**config.mk**
```make
export PLATFORM = sky130hd
export DESIGN_NAME = ram_fifo_ctrl
export DESIGN_NICKNAME = d
export VERILOG_FILES = /design/src/rtl/ram_fifo_pkg.sv /design/src/rtl/ram_port_arbiter.sv /design/src/rtl/ram_fifo_ctrl.sv
export SDC_FILE = /design/constraint.sdc
export NUM_CORES = 1
export LEC_CHECK = 0
export ABC_AREA = 1
export CAP_MARGIN = 20
export CELL_PAD_IN_SITES_DETAIL_PLACEMENT = 2
export CELL_PAD_IN_SITES_GLOBAL_PLACEMENT = 2
export CORE_ASPECT_RATIO = 1.1
export CORE_MARGIN = 1.5
export CORE_UTILIZATION = 25
export DETAILED_ROUTE_END_ITERATION = 8
export PLACE_DENSITY = 0.85
export SYNTH_ARGS = -nofsm -noshare
export SYNTH_HDL_FRONTEND = slang
export SYNTH_HIERARCHICAL = 1
export SYNTH_SLANG_ARGS = --single-unit
```
**constraint.sdc**
```tcl
create_clock -name clock -period 4.5 [get_ports clock]
set_input_delay 0.675 -clock clock [delete_from_list [all_inputs] [get_ports clock]]
set_output_delay 0.675 -clock clock [all_outputs]
set_load 0.005 [all_outputs]
```
**src/rtl/ram_fifo_pkg.sv**
```systemverilog
// Shared types and helpers for the RAM-backed FIFO controller.
// Optional build macro used by ram_fifo_ctrl: RAM_FIFO_BYPASS_EN.
package ram_fifo_pkg;

    typedef enum logic {
        GRANT_READ  = 1'b0,
        GRANT_WRITE = 1'b1
    } grant_t;

    // Number of words held by a RAM with the given address width.
    function automatic int unsigned fifo_depth(input int unsigned address_bits);
        return 32'd1 << address_bits;
    endfunction

endpackage

```
**src/rtl/ram_port_arbiter.sv**
```systemverilog
// Round-robin arbiter for the single RAM port: read vs write.
// grant[0] = read, grant[1] = write; at most one bit set.
module ram_port_arbiter
    import ram_fifo_pkg::*;
(
    input  logic       read_req,
    input  logic       write_req,
    input  grant_t     last_grant,
    output logic [1:0] grant
);

    // Contention goes to the side that did not win last time.
    always_comb begin
        grant = 2'b00;
        priority case (1'b1)
            (read_req && write_req):
                grant = (last_grant == GRANT_WRITE) ? 2'b01 : 2'b10;
            read_req:
                grant = 2'b01;
            write_req:
                grant = 2'b10;
            default:
                grant = 2'b00;
        endcase
    end

endmodule

```
**src/rtl/ram_fifo_ctrl.sv**
```systemverilog
// FIFO controller driving an external zero-delay single-port RAM.
// Define RAM_FIFO_BYPASS_EN to let pushes into an empty FIFO skip the RAM.
module ram_fifo_ctrl
    import ram_fifo_pkg::*;
#(
    parameter int ADDRESS_BITS = 4,
    parameter int DATA_BITS    = 8
) (
    input  logic                    clock,
    input  logic                    reset,
    input  logic                    in_valid,
    output logic                    in_ready,
    input  logic [DATA_BITS-1:0]    in_data,
    output logic                    out_valid,
    input  logic                    out_ready,
    output logic [DATA_BITS-1:0]    out_data,
    output logic [ADDRESS_BITS:0]   count,
    output logic                    ram_write,
    output logic [ADDRESS_BITS-1:0] ram_address,
    output logic [DATA_BITS-1:0]    ram_data_in,
    input  logic [DATA_BITS-1:0]    ram_data_out
);

    localparam int unsigned DEPTH = fifo_depth(ADDRESS_BITS);
    localparam logic [ADDRESS_BITS:0] FULL_LEVEL = (ADDRESS_BITS+1)'(DEPTH);

    logic [ADDRESS_BITS-1:0] wr_ptr;
    logic [ADDRESS_BITS-1:0] rd_ptr;
    logic [ADDRESS_BITS:0]   ram_count;
    grant_t                  last_grant;

    logic       ram_empty;
    logic       ram_full;
    logic       head_free;
    logic       read_req;
    logic       write_req;
    logic       bypass;
    logic [1:0] grant;
    logic       grant_read;
    logic       grant_write;

    assign ram_empty = (ram_count == '0);
    assign ram_full  = (ram_count == FULL_LEVEL);
    assign head_free = !out_valid || out_ready;

`ifdef RAM_FIFO_BYPASS_EN
    assign bypass = !reset && ram_empty && head_free && in_valid;
`else
    assign bypass = 1'b0;
`endif

    assign read_req  = !reset && !ram_empty && head_free;
    assign write_req = !reset && in_valid && !ram_full && !bypass;

    ram_port_arbiter u_arbiter (
        .read_req   (read_req),
        .write_req  (write_req),
        .last_grant (last_grant),
        .grant      (grant)
    );

    assign grant_read  = grant[0];
    assign grant_write = grant[1];

    // A pending prefetch that owns the next slot blocks the push side.
    assign in_ready = !reset && !ram_full
                    && !(read_req && last_grant == GRANT_WRITE);

    assign count = ram_count + (ADDRESS_BITS+1)'(out_valid);

    // Drive the RAM port; idle cycles park the address on the read pointer.
    always_comb begin
        ram_write   = 1'b0;
        ram_address = rd_ptr;
        ram_data_in = '0;
        if (grant_write) begin
            ram_write   = 1'b1;
            ram_address = wr_ptr;
            ram_data_in = in_data;
        end
    end

    // Pointers, RAM occupancy and arbitration history.
    always_ff @(posedge clock or posedge reset) begin
        if (reset) begin
            wr_ptr     <= '0;
            rd_ptr     <= '0;
            ram_count  <= '0;
            last_grant <= GRANT_READ;
        end else if (grant_write) begin
            wr_ptr     <= wr_ptr + ADDRESS_BITS'(1);
            ram_count  <= ram_count + (ADDRESS_BITS+1)'(1);
            last_grant <= GRANT_WRITE;
        end else if (grant_read) begin
            rd_ptr     <= rd_ptr + ADDRESS_BITS'(1);
            ram_count  <= ram_count - (ADDRESS_BITS+1)'(1);
            last_grant <= GRANT_READ;
        end
    end

    // Head register: refilled by prefetch or bypass, emptied by a bare pop.
    always_ff @(posedge clock or posedge reset) begin
        if (reset) begin
            out_valid <= 1'b0;
            out_data  <= '0;
        end else if (grant_read) begin
            out_valid <= 1'b1;
            out_data  <= ram_data_out;
        end else if (bypass) begin
            out_valid <= 1'b1;
            out_data  <= in_data;
        end else if (out_valid && out_ready) begin
            out_valid <= 1'b0;
        end
    end

endmodule

```
==> out/qor.yml <==
synth:
  syn-instance-count: 172
  synth_compound_area_share_pct: 3.81
  muxShareOfSynthArea_pct: 0
  yosys_warnings: 6
  synthSimpleGateAreaFrac_pct: 27.6
  synth_xor_area_share_pct: 7.06
  synthDistinctLibCells: 21
  synth.net_count: 200
  synth_area_leaders: "dfrtp_1 43%, nand2_1 18%, ha_1 6.5%"
  syn_area_mm2: 0.00135
  synth_top_family_by_area: "simple AND/OR/NAND/NOR gates"
  yosysSeqAreaShare_pct: 42.7
  synth_seq_cells: 23
  synthAdderAreaFrac_pct: 7.99
  avgSynthCellArea_um2: 7.83
  yosysTopAreaCell: "dfrtp_1"
  synth.top_cell.area_share_pct: 42.7
worst_setup_path:
  worstSetupEndpointType: "primary output"
  worstPathMaxFanout: 23
  worst-path-buf-inv: 6
  critPathSlowestCell: "clkdlybuf4s50_1"
  crit_path_frequent_cell: "nand2_1"
  crit_family: "buffers and inverters"
  worst_setup_path_start_kind: "input port"
  required_ns: 3.83
  max_stage_delay_ns: 0.49
  critPathArrivalTime_ns: 2.64
  critical_path_class: "in -> out"
  cp_cell_sequence: "clkdlybuf4s50_1, inv_1, a21oi_1, nand2_1, inv_1, a21oi_2, buf_4, inv_2, nand2_1, nand2_1, clkdlybuf4s50_1"
drt:
  vias_per_cell: 4.29
  initialDrtViolationCount: 23
  wl_um: 3710
  vias: 1262
  wl_per_cell_um: 12.6
  dr.pass1.iters: 3
  drc: 0
  antenna_left: 0
global_route:
  grt_max_degree: 24
  grt_overflow: 0
  gr-usage-all-layers_pct: 14.1
  first_global_vias: 1384
  grt_pass1_wl_um: 6380
  antenna_found_initial: 0
power_and_ir_drop:
  pwr_density_cell_mw_per_mm2: 596
  p_leak_nw: 0.988
  ir_worst_vdd_mv: 0.180
final_layout:
  num_antenna_cells: 0
  drive_gt1_share_pct: 10.8
  mostFrequentLayoutCell: "nand2_1"
  nets: 251
  syn_to_final_growth_pct: 44.2
  final_core_util_pct: 38.1
  final_cell_mix: "65 x nand2_1, 47 x clkdlybuf4s50_1, 23 x dfrtp_1"
die:
  fp.dieW_um: 73
  die_area_mm2: 0.00584
  core_mm2: 0.00510
  rows: 27
  io_pins: 48
  die_y_um: 80
  start_util_pct: 26.4
sta:
  maxSlewViolCount: 0
  fin_ws_ns: 1.19
  hold_viol: 0
  finalCriticalPeriod_ns: 3.31
  period_share_pct: 73.6
  finalClockSkew_ns: 0.00918
  worst_pin_slew_ns: 0.531
  rsz0062_at_grt: "false"
  fmax_mhz: 302
  setup_viol: 0
  setup_tns_ns: 0
  relSlewSlack_pct: 64.5
outcome:
  run_status: "finished, final reports clean"
cts:
  insertion_delay_ns: 0.27
  cts_tree: "built"
  cts_root_buf: "clkbuf_8"
  cts_sinks: 23
  hold_buffers: 0
  cts_inserted_buffers: 3
  cts_setup_buffers: 0
  htreeDepth: 1
  clk_path_buf_depth: 2
  clkTransAtPathRegs_ns: 0.09
  post_cts_resized: 0
place:
  dp_hpwl_um: 3050
  numPortBuffers: 47
  place.gp.congestion: 0.780
  post-place-ws_ns: 1.17
flow_run:
  cap_violations: 0
min_path:
  hold_path_class: "reg -> reg"
synthesized netlist by cell type:
| master | count |
|---|---|
| xor2_1 | 8 |
| inv_2 | 12 |
| nor2_1 | 4 |
| xor2_2 | 1 |
| nand4_1 | 3 |
| nand3_2 | 1 |
| nand2_4 | 1 |
| nand2_2 | 1 |
| ha_1 | 7 |
| dfrtp_1 | 23 |
| buf_6 | 2 |
| a21oi_1 | 4 |
| nor2_4 | 1 |
| nand3_1 | 11 |
| o22ai_1 | 1 |
| nand2_1 | 65 |
| buf_4 | 1 |
| xnor2_1 | 1 |
| inv_1 | 19 |
| o21ai_1 | 5 |
| fa_1 | 1 |
worst min-delay path, delay by kind of cell, from the launching register on:
kind | cells | cell delay [ns]
flops | 1 | 0.36
simple gates | 2 | 0.10
per-stage QoR:
step	power (mW)	cells	instance area, um^2	hold slack, ns
floorplan	0.725	172	1350	0.442
global placement	1.01	290	1900	0.455
detailed placement	1.04	290	1900	0.470
CTS	1.19	294	1940	0.491
global route	1.26	294	1940	0.523
finish	1.16	294	1940	0.485
state kept, by name, indices dropped and copies added, names as in the netlist:
name	flops
out_valid	1
rd_ptr	4
out_data	8
ram_count	5
last_grant	1
wr_ptr	4
per-layer routing:
metal	global-route usage [%]	share of wire (%)	vias up
li1	-	-	622
met1	14.9	41	600
met2	26.5	52	35
met3	3.79	5.4	5
met4	4.34	1.1	0
met5	0	0	-
final timing paths:
path                         startpoint        endpoint  slack, ns  cells after the start
setup reg to reg           ram_count[2]    ram_count[3]       2.03                     15
setup / recovery              out_ready  ram_address[3]       1.19                     11
hold reg to reg             out_data[6]     out_data[6]       0.49                      2
hold / removal              out_data[6]     out_data[6]       0.49                      2
min in group asynchronous         reset       out_valid       0.80                      3
max in group asynchronous         reset    ram_count[4]       3.45                      3
cell families (layout without fill, tap and decap cells):
| kind of cell | Yosys count | count (layout) |
|---|---|---|
| adder cells (fa/ha/maj) | 8 | 8 |
| AO/OA/AOI/OAI | 10 | 10 |
| AND/OR/NAND/NOR | 87 | 87 |
| XOR/XNOR | 10 | 10 |
| flip-flops | 23 | 23 |
| buffers and inverters | 34 | 84 |
where the power goes:
| part | switching, mW | internal (mW) |
|---|---|---|
| Combinational | 0.304 | 0.323 |
| Clock | 0.0703 | 0.0620 |
| Sequential | 0.0938 | 0.305 |
cell type report:
| type | instances | area, um^2 |
|---|---|---|
| Inverter | 31 | 116 |
| Tap cell | 72 | 90.1 |
| Multi-Input combinational cell | 115 | 629 |
| Timing Repair Buffer | 49 | 485 |
| Sequential cell | 23 | 576 |
| Clock inverter | 1 | 5.00 |
| Clock buffer | 3 | 41.3 |
| Fill cell | 595 | 3160 |
(Power assumes the default switching activity.)
